===== src/rtl/step_chain_if.sv =====
// step_chain_if: operand/result handshake bundle for step_chain_seq
// Signals: in_valid/in_ready/in_a..in_d (operand load), out_valid/out_ready/out_a..out_d (result),
// busy and step (status), abort (only when STEP_CHAIN_ABORT_EN is defined).
// The slave modport is the sequencer side; the master modport is the source/consumer side.
interface step_chain_if #(parameter int W = 32);
    logic         in_valid, in_ready, out_valid, out_ready, busy;
    logic [W-1:0] in_a, in_b, in_c, in_d;
    logic [W-1:0] out_a, out_b, out_c, out_d;
    logic [1:0]   step;
`ifdef STEP_CHAIN_ABORT_EN
    logic         abort;
    modport slave (input in_valid, in_a, in_b, in_c, in_d, out_ready, abort,
                   output in_ready, out_valid, out_a, out_b, out_c, out_d, busy, step);
    modport master (output in_valid, in_a, in_b, in_c, in_d, out_ready, abort,
                    input in_ready, out_valid, out_a, out_b, out_c, out_d, busy, step);
`else
    modport slave (input in_valid, in_a, in_b, in_c, in_d, out_ready,
                   output in_ready, out_valid, out_a, out_b, out_c, out_d, busy, step);
    modport master (output in_valid, in_a, in_b, in_c, in_d, out_ready,
                    input in_ready, out_valid, out_a, out_b, out_c, out_d, busy, step);
`endif
endinterface


===== src/rtl/step_chain_seq.sv =====
// step_chain_seq: timed sequencer for the chain a=b+c, d=a-3, b=d+10, c=c+1, repeated ITER times
// Ports: clk, rst (async active-high), bus (step_chain_if.slave: load handshake, result handshake,
// busy/step status). Optional feature macro STEP_CHAIN_ABORT_EN adds bus.abort (RUN/HOLD -> IDLE).
module step_chain_seq #(
    parameter int W        = 32,
    parameter int ITER     = 4,
    parameter int STEP_CYC = 5
) (
    input logic         clk,
    input logic         rst,
    step_chain_if.slave bus
);
    typedef enum logic [1:0] {IDLE, RUN, HOLD} state_t;
    localparam int CW = STEP_CYC > 1 ? $clog2(STEP_CYC) : 1;
    localparam int IW = $clog2(ITER + 1);
    state_t        state, state_n;
    logic [CW-1:0] cnt, cnt_n;
    logic [1:0]    step_q, step_n;
    logic [IW-1:0] it, it_n;
    logic [W-1:0]  a, b, c, d, a_n, b_n, c_n, d_n;
    logic          fire;
    assign fire = state == RUN && cnt == CW'(STEP_CYC - 1);
    always_ff @(posedge clk or posedge rst) begin
        if (rst) begin
            state  <= IDLE;
            cnt    <= '0;
            step_q <= '0;
            it     <= '0;
            a      <= '0;
            b      <= '0;
            c      <= '0;
            d      <= '0;
        end else begin
            state  <= state_n;
            cnt    <= cnt_n;
            step_q <= step_n;
            it     <= it_n;
            a      <= a_n;
            b      <= b_n;
            c      <= c_n;
            d      <= d_n;
        end
    end
    always_comb begin
        state_n = state;
        cnt_n   = cnt;
        step_n  = step_q;
        it_n    = it;
        a_n     = a;
        b_n     = b;
        c_n     = c;
        d_n     = d;
        if (state == IDLE && bus.in_valid) begin
            state_n = RUN;
            cnt_n   = '0;
            step_n  = '0;
            it_n    = '0;
            a_n     = bus.in_a;
            b_n     = bus.in_b;
            c_n     = bus.in_c;
            d_n     = bus.in_d;
        end else if (state == RUN) begin
            cnt_n = fire ? '0 : cnt + 1'b1;
            if (fire) begin
                step_n  = step_q + 2'd1;
                a_n     = step_q == 2'd0 ? b + c : a;
                d_n     = step_q == 2'd1 ? a - W'(3) : d;
                b_n     = step_q == 2'd2 ? d + W'(10) : b;
                c_n     = step_q == 2'd3 ? c + W'(1) : c;
                it_n    = step_q == 2'd3 ? it + 1'b1 : it;
                state_n = step_q == 2'd3 && it_n == IW'(ITER) ? HOLD : RUN;
            end
        end else if (state == HOLD && bus.out_ready) begin
            state_n = IDLE;
        end
`ifdef STEP_CHAIN_ABORT_EN
        // Abort discards the pending step so the registers keep their partial values.
        if (bus.abort && state != IDLE) begin
            state_n = IDLE;
            cnt_n   = '0;
            step_n  = '0;
            it_n    = '0;
            a_n     = a;
            b_n     = b;
            c_n     = c;
            d_n     = d;
        end
`endif
    end
    assign bus.in_ready  = state == IDLE;
    assign bus.out_valid = state == HOLD;
    assign bus.busy      = state == RUN;
    assign bus.step      = step_q;
    assign bus.out_a     = a;
    assign bus.out_b     = b;
    assign bus.out_c     = c;
    assign bus.out_d     = d;
endmodule


===== src/flat_wrapper.sv =====
// flat-port wrapper written by rule: the top's interface ports become plain ports
module step_chain_seq_flat 
#(
    parameter int W        = 32,
    parameter int ITER     = 4,
    parameter int STEP_CYC = 5
)
  (clk, rst, bus_in_valid, bus_in_a, bus_in_b, bus_in_c, bus_in_d, bus_out_ready, bus_in_ready, bus_out_valid, bus_out_a, bus_out_b, bus_out_c, bus_out_d, bus_busy, bus_step);
  step_chain_if #(.W(W)) bus_i ();
  input logic clk;
  input logic rst;
  input wire logic [$bits(bus_i.in_valid)-1:0] bus_in_valid;
  input wire logic [$bits(bus_i.in_a)-1:0] bus_in_a;
  input wire logic [$bits(bus_i.in_b)-1:0] bus_in_b;
  input wire logic [$bits(bus_i.in_c)-1:0] bus_in_c;
  input wire logic [$bits(bus_i.in_d)-1:0] bus_in_d;
  input wire logic [$bits(bus_i.out_ready)-1:0] bus_out_ready;
  output wire logic [$bits(bus_i.in_ready)-1:0] bus_in_ready;
  output wire logic [$bits(bus_i.out_valid)-1:0] bus_out_valid;
  output wire logic [$bits(bus_i.out_a)-1:0] bus_out_a;
  output wire logic [$bits(bus_i.out_b)-1:0] bus_out_b;
  output wire logic [$bits(bus_i.out_c)-1:0] bus_out_c;
  output wire logic [$bits(bus_i.out_d)-1:0] bus_out_d;
  output wire logic [$bits(bus_i.busy)-1:0] bus_busy;
  output wire logic [$bits(bus_i.step)-1:0] bus_step;
  assign bus_i.in_valid = bus_in_valid;
  assign bus_i.in_a = bus_in_a;
  assign bus_i.in_b = bus_in_b;
  assign bus_i.in_c = bus_in_c;
  assign bus_i.in_d = bus_in_d;
  assign bus_i.out_ready = bus_out_ready;
  assign bus_in_ready = bus_i.in_ready;
  assign bus_out_valid = bus_i.out_valid;
  assign bus_out_a = bus_i.out_a;
  assign bus_out_b = bus_i.out_b;
  assign bus_out_c = bus_i.out_c;
  assign bus_out_d = bus_i.out_d;
  assign bus_busy = bus_i.busy;
  assign bus_step = bus_i.step;
  step_chain_seq #(.W(W), .ITER(ITER), .STEP_CYC(STEP_CYC)) u_core (.clk(clk), .rst(rst), .bus(bus_i));
endmodule

===== config.mk =====
export PLATFORM = sky130hd
export DESIGN_NAME = step_chain_seq_flat
export DESIGN_NICKNAME = d
export VERILOG_FILES = /design/src/rtl/step_chain_if.sv /design/src/rtl/step_chain_seq.sv /design/src/flat_wrapper.sv
export SDC_FILE = /design/constraint.sdc
export NUM_CORES = 1
export LEC_CHECK = 0
export ABC_CLOCK_PERIOD_IN_PS = 4570
export BUFFER_PORTS_ARGS = -buffer_cell sky130_fd_sc_hd__buf_2
export CORE_MARGIN = 8
export CORE_UTILIZATION = 41
export DETAILED_ROUTE_END_ITERATION = 16
export PLACE_DENSITY_LB_ADDON = 0.12
export SLEW_MARGIN = 20
export SYNTH_ARGS = -nofsm -noshare
export SYNTH_HDL_FRONTEND = slang
export SYNTH_SLANG_ARGS = --single-unit

===== constraint.sdc =====
create_clock -name clk -period 4.57 [get_ports clk]
set_input_delay 1.1425 -clock clk [delete_from_list [all_inputs] [get_ports clk]]
set_output_delay 1.1425 -clock clk [all_outputs]
set_load 0.02 [all_outputs]

; ---- Word level (Yosys, flattened, before mapping)
; Index checks and enable logic that the tools add are counted.
; Widths: inputs -> output; s select.
[op_classes]
n_mux = 31
add_sub_neg = 7
n_eq_ne = 8
reduce_logical = 19
[ops]
columns = operator, n
row1 = $mux 32, 16
row2 = $add 32x1->32 const B, 1
row3 = $add 32x32->32, 1
row4 = $add 32x4->32 const B, 1
row5 = $sub 32x2->32 const B, 1
row6 = $mux 3, 7
row7 = $mux 2, 8
row8 = $reduce_and 3->1, 4
row9 = $reduce_bool 2->1, 6
row10 = $add 3x1->3 const B, 2
row11 = $eq 2x2->1 const B, 3
row12 = $eq 3x3->1 const B, 2
row13 = $eq 2x1->1 const B, 2
row14 = $logic_and 1x1->1, 4
row15 = $logic_not 2->1, 2
row16 = $reduce_and 2->1, 2
row17 = $ne 3x1->1 const B, 1
row18 = $reduce_bool 3->1, 1
row19 = $add 2x1->2 const B, 1
[word_totals]
elab_cells = 73
out_inout_bits = 133
input_bits = 132
reg_bits = 138

; ---- Depth between registers and ports, before layout
; Gate-level depths: netlist of the first run.
[depth]
depth_word = 8
mapped_depth = 12
depth_no_buf = 11

; ---- Least setup slack after synthesis of the first run
; No wires, ideal clock.
[synth_path]
kind = register to register
startpoint = register u_core.c[0], in the netlist u_core.bus.out_c[0]
endpoint = register u_core.a[26], in the netlist u_core.bus.out_a[26]
t_required_ns = 4.434
slack_ns = 1.442
path_stages_with_launch = 12
path_buffers = 0
arrival_ns = 2.992
setup_ns = 0.136
cell_sequence = dfrtp_1 -> ha_1 -> fa_1 -> a21oi_1 -> o211a_1 -> or4b_2 -> a211oi_1 -> o211ai_1 -> o21ba_2 -> o21ai_0 -> xnor2_1 -> a21oi_1
[synth_via]
elab_chain_len = 5
[synth_rtl]
columns = item, line_no
row1 = from (decl), step_chain_seq.sv:20  ; logic [W-1:0] a, b, c, d, a_n, b_n, c_n, d_n;
row2 = from (signal assigned), step_chain_seq.sv:40  ; c <= c_n;
row3 = $add 32x32->32, step_chain_seq.sv:66  ; a_n = step_q == 2'd0 ? b + c : a;
row4 = $mux 32, step_chain_seq.sv:66
row5 = $mux 32, step_chain_seq.sv:64  ; if (fire) begin
row6 = $mux 32, step_chain_seq.sv:62  ; end else if (state == RUN) begin
row7 = $mux 32, step_chain_seq.sv:53  ; if (state == IDLE && bus.in_valid) begin
row8 = to (signal assigned), step_chain_seq.sv:38  ; a <= a_n;
row9 = to (decl), step_chain_seq.sv:20
; No other way between the ends. The select of a mux whose other input is x is not followed.
; A chain may end at the register's enable or synchronous reset.

; ---- Final worst setup path of the first run
; Ends and elaborated chain as after synthesis.

==> results.sh, run 1 <==
export IMPL_run_status="completed"
export IMPL_path_common_cell="a21oi_1"
export IMPL_antenna_found_initial=0
export IMPL_gr_total_overflow=0
export IMPL_drtIter0Drc=693
export IMPL_htreeDepth=4
export IMPL_cts_root_buf="clkbuf_16"
export IMPL_die_area_mm2=0.0268
export IMPL_ir_worst_vdd_mv=0.222
export IMPL_nNetsFinal=1492
export IMPL_grt_usage=0.243
export IMPL_finalWirelength_um=32800
export IMPL_ctsResizeCount=0
export IMPL_synth_nets=1256
export IMPL_ioPinCount=265
export IMPL_hpwl_um=25300
export IMPL_synthFlopType="dfrtp_1"
export IMPL_place_congestion=0.917
export IMPL_cts_sinks=138
export IMPL_die_w_um=164
export IMPL_worstSkewPairLatency_ns=0.42
export IMPL_synth_cells=1082
export IMPL_antenna_left=0
export IMPL_multi_input_area_mm2=0.00521
export IMPL_drive_gt1_frac=0.240
export IMPL_setup_viol=0
export IMPL_die_y_um=164
export IMPL_cts_tree="done"
export IMPL_synthDistinctLibCells=58
export IMPL_synth_top_family_by_area="compound AO/OA/AOI/OAI gates"
export IMPL_power_density_mw_per_mm2=243
export IMPL_start_kind="register"
export IMPL_report_final_slew_viol_count=0
export IMPL_vias=8851
export IMPL_ys_warnings_count=0
export IMPL_path_cells="ha_1 > fa_1 > a21oi_1 > o211a_1 > or4b_2 > a211oi_1 > o211ai_1 > o21ba_2 > o21ai_0 > xnor2_1 > a21oi_1"
export IMPL_synth_area_mm2=0.00896
export IMPL_dr_pass1_iters=5
export IMPL_critPathMaxFanout=5
export IMPL_synth_simple_area_share=0.203
export IMPL_cts_setup_buffers=0
export IMPL_synth_adder_area_share=0.0595
export IMPL_seq_area_frac_synth=0.385
export IMPL_synth_edf_count=0
export IMPL_slew_headroom=0.288
export IMPL_drc=0
export IMPL_worstSetupPathType="register to register"
export IMPL_hold_class="register to register"
export IMPL_layout_commonest_cell="buf_2"
export IMPL_slowest_stage="or4b_2"
export IMPL_finalCritPeriodShare=0.731
export IMPL_fin_worst_skew_ns=0.0109
export IMPL_synth_xor_area_share=0.108
export IMPL_wire_per_inst_um=20.4
export IMPL_final_cell_mix="264 x buf_2, 156 x nand2_1, 138 x dfrtp_1, 112 x a21oi_1, 100 x o21ai_0"
export IMPL_critPathArrivalTime_ns=3.63
export IMPL_ff_latch_area_mm2=0.00345
export IMPL_grt_max_degree=80
export IMPL_cp_required_ns=4.86
export IMPL_tightestPinTransition_ns=1.07
export IMPL_cellLeakagePower_uw=0.00520
export IMPL_ys_ff_latch=138
export IMPL_synth_compound_area_frac=0.209
export IMPL_cp_end_kind="register"
export IMPL_fmax_ghz=0.299
export IMPL_final_hold_viol_count=0
export IMPL_rsz0062_at_grt="false"
export IMPL_first_global_vias=8715
export IMPL_cts_buffers=17
export IMPL_area_delta_synth_final_pct=24.1
export IMPL_syn_avg_cell_area_um2=8.28
export IMPL_final_core_util=0.514
export IMPL_vias_per_cell=5.49
export IMPL_fp_row_count=54
export IMPL_grt_pass1_wl_um=50700
export IMPL_max_stage_delay_ns=0.71
export IMPL_nFillCells=2172
export IMPL_start_util=0.414
export IMPL_path_clk_slew_ns=0.06
export IMPL_postSynth_asyncResetShare=1.00
export IMPL_drv_cap=0
export IMPL_tns_ns=0
export IMPL_clockBufferDepth=2
export IMPL_synthMuxAreaShare=0.00112
export IMPL_port_buffers=264
export IMPL_postCtsHoldBufs=0
export IMPL_diodes=0
export IMPL_core_mm2=0.0216
export IMPL_period_minus_slack_ns=3.34
==> area by class of cell <==
cell class                      count  share of cell area
Multi-Input combinational cell    864               0.468
Clock inverter                      9              0.0104
Sequential cell                   138               0.311
Clock buffer                       23              0.0421
Timing Repair Buffer              274               0.129
Tap cell                          280              0.0315
Inverter                           23             0.00810
==> Yosys cell counts (3+ instances only) <==
| library cell | instances | area (um^2) |
|---|---|---|
| ha_1 | 41 | 513 |
| a31oi_1 | 16 | 100 |
| xor2_1 | 49 | 429 |
| a22oi_1 | 7 | 52.6 |
| o211ai_1 | 3 | 22.5 |
| nor3_1 | 21 | 105 |
| buf_1 | 4 | 15.0 |
| o22ai_1 | 38 | 238 |
| o21bai_1 | 5 | 37.5 |
| a211oi_1 | 4 | 30.0 |
| and2_1 | 5 | 31.3 |
| nand2_1 | 157 | 589 |
| a21oi_1 | 112 | 561 |
| inv_1 | 23 | 86.3 |
| or4_4 | 4 | 45.0 |
| o21ai_1 | 4 | 20.0 |
| o21ai_0 | 100 | 500 |
| xnor2_1 | 61 | 534 |
| a21o_1 | 17 | 128 |
| clkbuf_1 | 50 | 188 |
| o31ai_1 | 4 | 30.0 |
| and4_1 | 4 | 35.0 |
| nand4_1 | 17 | 106 |
| nand3_1 | 37 | 185 |
| nor2b_1 | 3 | 18.8 |
| or3_1 | 10 | 62.6 |
| and3_1 | 19 | 119 |
| buf_2 | 3 | 15.0 |
| o21a_1 | 3 | 22.5 |
| dfrtp_1 | 138 | 3450 |
| nor4_1 | 6 | 37.5 |
| nor2_1 | 79 | 297 |
| nor3b_1 | 3 | 22.5 |
==> stage by stage <==
step / setup slack [ns] / cells / power [uW] / area [um^2] / hold slack, ns
5_1_grt: 0.865 / 1611 / 2780 / 11100 / 0.529
3_5_place_dp: 1.26 / 1579 / 1340 / 10500 / 0.499
6_report: 1.23 / 1611 / 2700 / 11100 / 0.512
3_3_place_gp: 1.33 / 1579 / 1340 / 10500 / 0.499
2_1_floorplan: 1.44 / 1082 / 1260 / 8960 / 0.470
4_1_cts: 1.23 / 1611 / 2720 / 11100 / 0.510
==> critical path, delay by kind of cell (launching register included) <==
kind            cells  cell delay (ns)
fa+ha+maj           2             0.44
xor+xnor            1             0.15
flops               1             0.44
compound gates      7             1.46
simple gates        1             0.71
==> final timing paths <==
| kind | start | end | slack, ns | cells after the start |
|---|---|---|---|---|
| min reg2reg | u_core.it[2] | u_core.it[2] | 0.51 | 1 |
| min | u_core.it[2] | u_core.it[2] | 0.51 | 1 |
| max in group asynchronous | rst | u_core.bus.out_b[20] | 2.87 | 3 |
| max reg2reg | u_core.bus.out_c[0] | u_core.bus.out_a[26] | 1.23 | 11 |
| max | u_core.bus.out_c[0] | u_core.bus.out_a[26] | 1.23 | 11 |
| min in group asynchronous | rst | u_core.bus.out_d[6] | 0.88 | 2 |
==> where the power goes <==
part	switching, uW	internal, uW	leakage, uW
Clock	551	837	0.000278
Combinational	47.4	43.5	0.00318
Sequential	0	1220	0.00174
==> metal layers <==
| metal | vias up | routed length [um] | GRT usage |
|---|---|---|---|
| met5 | - | 0 | 0 |
| met4 | 0 | 522 | 0.0665 |
| met3 | 28 | 2440 | 0.0506 |
| met2 | 306 | 14400 | 0.363 |
| met1 | 4203 | 15400 | 0.351 |
| li1 | 4314 | - | - |
==> kinds of logic after synthesis <==
| group | Yosys count |
|---|---|
| AO/OA/AOI/OAI | 328 |
| buffers and inverters | 80 |
| AND/OR/NAND/NOR | 383 |
| XOR/XNOR | 110 |
| multiplexers | 1 |
| adder cells (fa/ha/maj) | 42 |
| flip-flops | 138 |
==> flip-flops by register name (all words and copies together) (netlist names) <==
name and cells:
u_core.it 3, u_core.bus.out_c 32, u_core.bus.out_a 32, u_core.bus.out_d 32
u_core.bus.step 2, u_core.state 2, u_core.bus.out_b 32, u_core.cnt 3
Note: power is estimated with default switching activity, not from simulation.
==> run 2: changes to the inputs <==
--- a/config.mk
+++ b/config.mk
@@ -5,7 +5,7 @@
 export SDC_FILE = /design/constraint.sdc
 export NUM_CORES = 1
 export LEC_CHECK = 0
-export ABC_CLOCK_PERIOD_IN_PS = 4570
+export ABC_CLOCK_PERIOD_IN_PS = 2950
 export BUFFER_PORTS_ARGS = -buffer_cell sky130_fd_sc_hd__buf_2
 export CORE_MARGIN = 8
 export CORE_UTILIZATION = 41
==> constraint.sdc (replaced) <==
create_clock -name clk -period 2.95 [get_ports clk]
set_input_delay 0.7375 -clock clk [delete_from_list [all_inputs] [get_ports clk]]
set_output_delay 0.7375 -clock clk [all_outputs]
set_load 0.02 [all_outputs]
==> run 2 against run 1 <==
- combinational power up 50%
- worst setup slack lost 1.2 ns
- final cell count increased by 4.5%
- clock power grew 54%
- global-route usage up 0.19 points
- wire length increased by 2.5%
==> results.sh, run 2 (synthesized netlist as in run 1, its figures left out) <==
export IMPL_critPathArrivalTime_ns=3.26
export IMPL_postCtsHoldBufs=0
export IMPL_seqPwrFrac=0.455
export IMPL_max_stage_delay_ns=0.55
export IMPL_cp_required_ns=3.26
export IMPL_finalCritPeriodShare=1.00
export IMPL_reg2reg_slack_ns=0.001
export IMPL_hpwl_um=26100
export IMPL_critPathBufInv=0
export IMPL_run_status="completed"
export IMPL_die_area_mm2=0.0268
export IMPL_cts_tree="done"
export IMPL_crit_end="u_core.bus.out_d[24]"
export IMPL_vias_per_cell=5.49
export IMPL_dr_pass1_iters=5
export IMPL_cts_buffers=17
export IMPL_rr_worst_depth=8
export IMPL_crit_start="u_core.bus.out_a[11]"
export IMPL_fmax_ghz=0.339
export IMPL_htreeDepth=4
export IMPL_area_delta_synth_final_pct=32.1
export IMPL_cp_end_kind="register"
export IMPL_worstSkewPairLatency_ns=0.43
export IMPL_start_util=0.414
export IMPL_fp_row_count=54
export IMPL_place_congestion=0.894
export IMPL_report_final_slew_viol_count=0
export IMPL_port_buffers=264
export IMPL_ff_latch_area_mm2=0.00346
export IMPL_drc=0
export IMPL_worstSetupPathType="register to register"
export IMPL_grt_usage=0.245
export IMPL_switching_share=0.229
export IMPL_vias=9250
export IMPL_crit_family="simple AND/OR/NAND/NOR gates"
export IMPL_diodes=0
export IMPL_pwr_share_clk=0.513
export IMPL_wire_per_inst_um=20.0
export IMPL_path_clk_slew_ns=0.07
export IMPL_hold_class="input port to register"
export IMPL_setup_viol=0
export IMPL_dp_cells=1650
export IMPL_grt_max_degree=139
export IMPL_slew_headroom=0.479
export IMPL_fin_worst_skew_ns=0.0109
export IMPL_cell_internal_pwr_uw=3210
export IMPL_gr_total_overflow=0
export IMPL_drive_gt1_frac=0.300
export IMPL_path_common_cell="or4_4"
export IMPL_combPwrFrac=0.033
export IMPL_drv_cap=0
export IMPL_ioPinCount=265
export IMPL_finalNonFillerCells=1684
export IMPL_cellLeakagePower_uw=0.00558
export IMPL_critPathMaxFanout=5
export IMPL_antenna_left=0
export IMPL_dp_slack_ns=-0.231
export IMPL_final_core_util=0.548
export IMPL_tns_ns=0
export IMPL_start_kind="register"
export IMPL_slowest_stage="or4_4"
export IMPL_finalWirelength_um=33700
export IMPL_grt_pass1_wl_um=51100
export IMPL_period_minus_slack_ns=2.95
export IMPL_antenna_found_initial=0
export IMPL_nNetsFinal=1565
export IMPL_r2r_start="u_core.bus.out_a[11]"
export IMPL_final_hold_viol_count=0
export IMPL_rsz0062_at_grt="true"
export IMPL_cp_num_cells=8
export IMPL_multi_input_area_mm2=0.00538
export IMPL_layout_commonest_cell="buf_2"
export IMPL_path_cells="or4_4 > or3_4 > or4_4 > or4_4 > or3_4 > xnor2_1 > nand2_1 > nand3_2"
export IMPL_die_y_um=164
export IMPL_nFillCells=2086
export IMPL_clockBufferDepth=2
export IMPL_p_switching_uw=952
export IMPL_final_setup_worst_slack_ns=0.00117
export IMPL_ir_worst_vdd_mv=0.248
export IMPL_drtIter0Drc=685
export IMPL_cts_root_buf="clkbuf_16"
export IMPL_core_mm2=0.0216
export IMPL_r2r_end="u_core.bus.out_d[24]"
export IMPL_die_w_um=164
export IMPL_first_global_vias=9007
export IMPL_cts_sinks=138
export IMPL_power_density_mw_per_mm2=352
export IMPL_tightestPinTransition_ns=0.782
export IMPL_final_cell_mix="264 x buf_2, 156 x nand2_1, 132 x dfrtp_1, 110 x a21oi_1, 95 x o21ai_0"
==> run 2: cell types whose count changed in the layout (fill, tap and decap cells not counted), sizes merged <==
cell and change:
buf +73, clkinvlp +1, clkbuf -3, inv +2
==> run 2: area by class of cell <==
cell class,instances,area share
multi-input cells,864,0.454
flip-flops and latches,138,0.292
repair buffers,347,0.167
clock buffers,20,0.0369
well taps,280,0.0296
clock inverters,12,0.0118
inverters,23,0.00761
==> run 2: worst min path at each step <==
stage | endpoint | from | slack [ns] | cells past startpoint
3_5_place_dp | u_core.it[2] | u_core.it[2] | 0.50 | 1
3_3_place_gp | u_core.it[2] | u_core.it[2] | 0.50 | 1
6_report | u_core.bus.out_c[29] | bus_in_c[29] | 0.51 | 3
2_1_floorplan | u_core.it[2] | u_core.it[2] | 0.47 | 1
4_1_cts | u_core.bus.out_c[29] | bus_in_c[29] | 0.49 | 3
5_1_grt | u_core.bus.out_c[25] | bus_in_c[25] | 0.50 | 3
==> run 2: worst register-to-register path, delay by kind of cell (launching register included) <==
| kind | cells | cell delay (ns) |
|---|---|---|
| XOR/XNOR | 1 | 0.13 |
| flip-flops | 1 | 0.40 |
| AND/OR/NAND/NOR | 7 | 2.32 |
==> run 2: what timing repair did <==
item                                   CTS  global route
buffers inserted                         0             2
setup endpoints to repair                5            20
resized for setup                        9            21
endpoints found under the hold margin    0             0
pin swaps                                3            10
gates cloned                             0             0
==> run 2: power groups by stage <==
| stage | sequential [uW] | clock, uW | combinational (uW) |
|---|---|---|---|
| after floorplan | 1930 | 0 | 29.3 |
| after global routing | 1890 | 2250 | 152 |
| after CTS | 1890 | 2170 | 139 |
| after global placement | 1930 | 0 | 138 |
| after detailed placement | 1930 | 0 | 139 |
| final | 1890 | 2140 | 136 |
==> run 2: metal layers <==
layer | track usage | vias to the layer above | wire length [um]
li1 | - | 4469 | -
met1 | 0.347 | 4393 | 15400
met2 | 0.368 | 346 | 15000
met3 | 0.0529 | 42 | 2610
met4 | 0.0760 | 0 | 646
met5 | 0 | - | 0
==> run 2: per-stage QoR <==
step                hold WS, ns  power (uW)  cell area, um^2
floorplan                 0.470        1960             8990
global placement          0.495        2070            11100
detailed placement        0.502        2070            11100
CTS                       0.494        4200            11700
global route              0.500        4300            11800
finish                    0.508        4160            11800
==> run 3: changes to the inputs <==
--- a/config.mk
+++ b/config.mk
@@ -8,7 +8,7 @@
 export ABC_CLOCK_PERIOD_IN_PS = 2950
 export BUFFER_PORTS_ARGS = -buffer_cell sky130_fd_sc_hd__buf_2
 export CORE_MARGIN = 8
-export CORE_UTILIZATION = 41
+export CORE_UTILIZATION = 48
 export DETAILED_ROUTE_END_ITERATION = 16
 export PLACE_DENSITY_LB_ADDON = 0.12
 export SLEW_MARGIN = 20
==> run 3 against run 2 <==
- sequential cell count unchanged
- critical endpoint unchanged
- first-iteration DRC count down 9.9%
- global-route usage up 2.6 points
- fmax up 0.12%
- largest power group unchanged
- critical path type unchanged
- wire length down 2.8%
- register-to-register slack about the same
- count of clock-buffer cells in the layout up 2
- final cell count down 3.3%
==> results.sh, run 3 (synthesized netlist as in run 1, its figures left out) <==
export IMPL_final_hold_viol_count=0
export IMPL_port_buffers=264
export IMPL_die_y_um=153
export IMPL_final_core_util=0.634
export IMPL_area_delta_synth_final_pct=31.0
export IMPL_cts_buffers=17
export IMPL_cp_end_kind="register"
export IMPL_r2r_end="u_core.bus.out_d[24]"
export IMPL_grt_max_degree=139
export IMPL_dr_pass1_iters=5
export IMPL_clockBufferDepth=2
export IMPL_period_minus_slack_ns=2.95
export IMPL_postCtsHoldBufs=0
export IMPL_wire_per_inst_um=20.1
export IMPL_path_cells="or4_4 > or3_4 > or4_4 > or4_4 > or3_1 > xnor2_1 > nand2_1 > nand3_2"
export IMPL_max_stage_delay_ns=0.54
export IMPL_dp_cells=1592
export IMPL_cts_sinks=138
export IMPL_htreeDepth=4
export IMPL_ir_worst_vdd_mv=0.351
export IMPL_nNetsFinal=1556
export IMPL_tns_ns=0
export IMPL_hold_class="input port to async pin"
export IMPL_finalCritPeriodShare=0.998
export IMPL_cts_tree="done"
export IMPL_antenna_left=0
export IMPL_fmax_ghz=0.340
export IMPL_place_congestion=0.896
export IMPL_start_util=0.484
export IMPL_worstSetupPathType="register to register"
export IMPL_core_mm2=0.0185
export IMPL_drive_gt1_frac=0.294
export IMPL_gr_total_overflow=0
export IMPL_worstSkewPairLatency_ns=0.43
export IMPL_start_kind="register"
export IMPL_critPathMaxFanout=5
export IMPL_hpwl_um=24800
export IMPL_slew_headroom=0.409
export IMPL_finalWirelength_um=32700
export IMPL_die_area_mm2=0.0233
export IMPL_layout_commonest_cell="buf_2"
export IMPL_die_w_um=153
export IMPL_first_global_vias=9014
export IMPL_vias_per_cell=5.69
export IMPL_cp_num_cells=8
export IMPL_fp_row_count=50
export IMPL_path_clk_slew_ns=0.06
export IMPL_slowest_stage="or4_4"
export IMPL_timing_hold_ws_ns=0.449
export IMPL_critPathBufInv=0
export IMPL_crit_end="u_core.bus.out_d[24]"
export IMPL_ioPinCount=265
export IMPL_drtIter0Drc=617
export IMPL_fin_worst_skew_ns=0.0139
export IMPL_cellLeakagePower_uw=0.00558
export IMPL_path_common_cell="or4_4"
export IMPL_report_final_slew_viol_count=0
export IMPL_cp_required_ns=3.25
export IMPL_grt_usage=0.271
export IMPL_diodes=0
export IMPL_antenna_found_initial=0
export IMPL_vias=9261
export IMPL_tightestPinTransition_ns=0.887
export IMPL_setup_viol=0
export IMPL_run_status="completed"
export IMPL_final_cell_mix="264 x buf_2, 156 x nand2_1, 132 x dfrtp_1, 111 x a21oi_1, 97 x o21ai_0"
export IMPL_crit_family="simple AND/OR/NAND/NOR gates"
export IMPL_rr_worst_depth=8
export IMPL_critPathArrivalTime_ns=3.24
export IMPL_crit_start="u_core.bus.out_a[11]"
export IMPL_drc=0
export IMPL_power_density_mw_per_mm2=374
export IMPL_cts_root_buf="clkbuf_16"
export IMPL_drv_cap=0
export IMPL_grt_pass1_wl_um=50100
export IMPL_finalNonFillerCells=1629
export IMPL_rsz0062_at_grt="true"
export IMPL_reg2reg_slack_ns=0.005
export IMPL_r2r_start="u_core.bus.out_a[11]"
run 3: worst min-delay path: stages:
cell and delay, ns:
buf_2 0.11, clkinvlp_4 0.07, buf_12 0.44
run 3: what timing repair did:
item / 4_1_cts / 5_1_grt
pin swaps: 3 / 12
buffers inserted: 0 / 5
endpoints found under the setup margin: 6 / 15
cloned: 0 / 0
gates resized for setup: 8 / 17
run 3: worst min-delay path by stage:
stage / slack, ns / to / cells past startpoint / startpoint
after global routing: 0.51 / u_core.bus.out_c[6] / 3 / bus_in_c[6]
after global placement: 0.49 / u_core.it[2] / 1 / u_core.it[2]
after floorplan: 0.47 / u_core.it[2] / 1 / u_core.it[2]
after CTS: 0.50 / u_core.bus.out_c[28] / 3 / bus_in_c[28]
final: 0.45 / u_core.bus.out_d[8] / 3 / rst
after detailed placement: 0.50 / u_core.it[2] / 1 / u_core.it[2]
run 3: area by class of cell:
class	instances	area, um^2
inverter	23	90.1
sequential	138	3460
timing repair buffer	338	1900
tap	234	293
clock inverter	10	163
multi-input combinational	864	5350
fill	1683	6780
clock buffer	22	484
run 3: stage by stage:
step | area, um^2 | worst slack [ns] | total power (uW)
floorplan | 8990 | -0.0909 | 1960
global placement | 10900 | -0.165 | 2060
detailed placement | 10900 | -0.228 | 2060
CTS | 11600 | -0.00721 | 4420
global route | 11700 | -0.0619 | 4510
finish | 11700 | 0.00475 | 4390
run 3: metal layers:
layer | vias to the layer above | share of wire | track usage
met5 | - | 0 | 0
met4 | 0 | 0.020 | 0.0834
met3 | 51 | 0.087 | 0.0783
met2 | 406 | 0.44 | 0.407
met1 | 4350 | 0.45 | 0.371
li1 | 4454 | - | -
run 3: where the power goes:
part | internal [uW] | total [uW] | leakage, uW | switching [uW]
Clock | 1510 | 2360 | 0.000313 | 851
Combinational | 64.5 | 134 | 0.00353 | 69.5
Sequential | 1890 | 1890 | 0.00174 | 0
Total | 3470 | 4390 | 0.00558 | 921
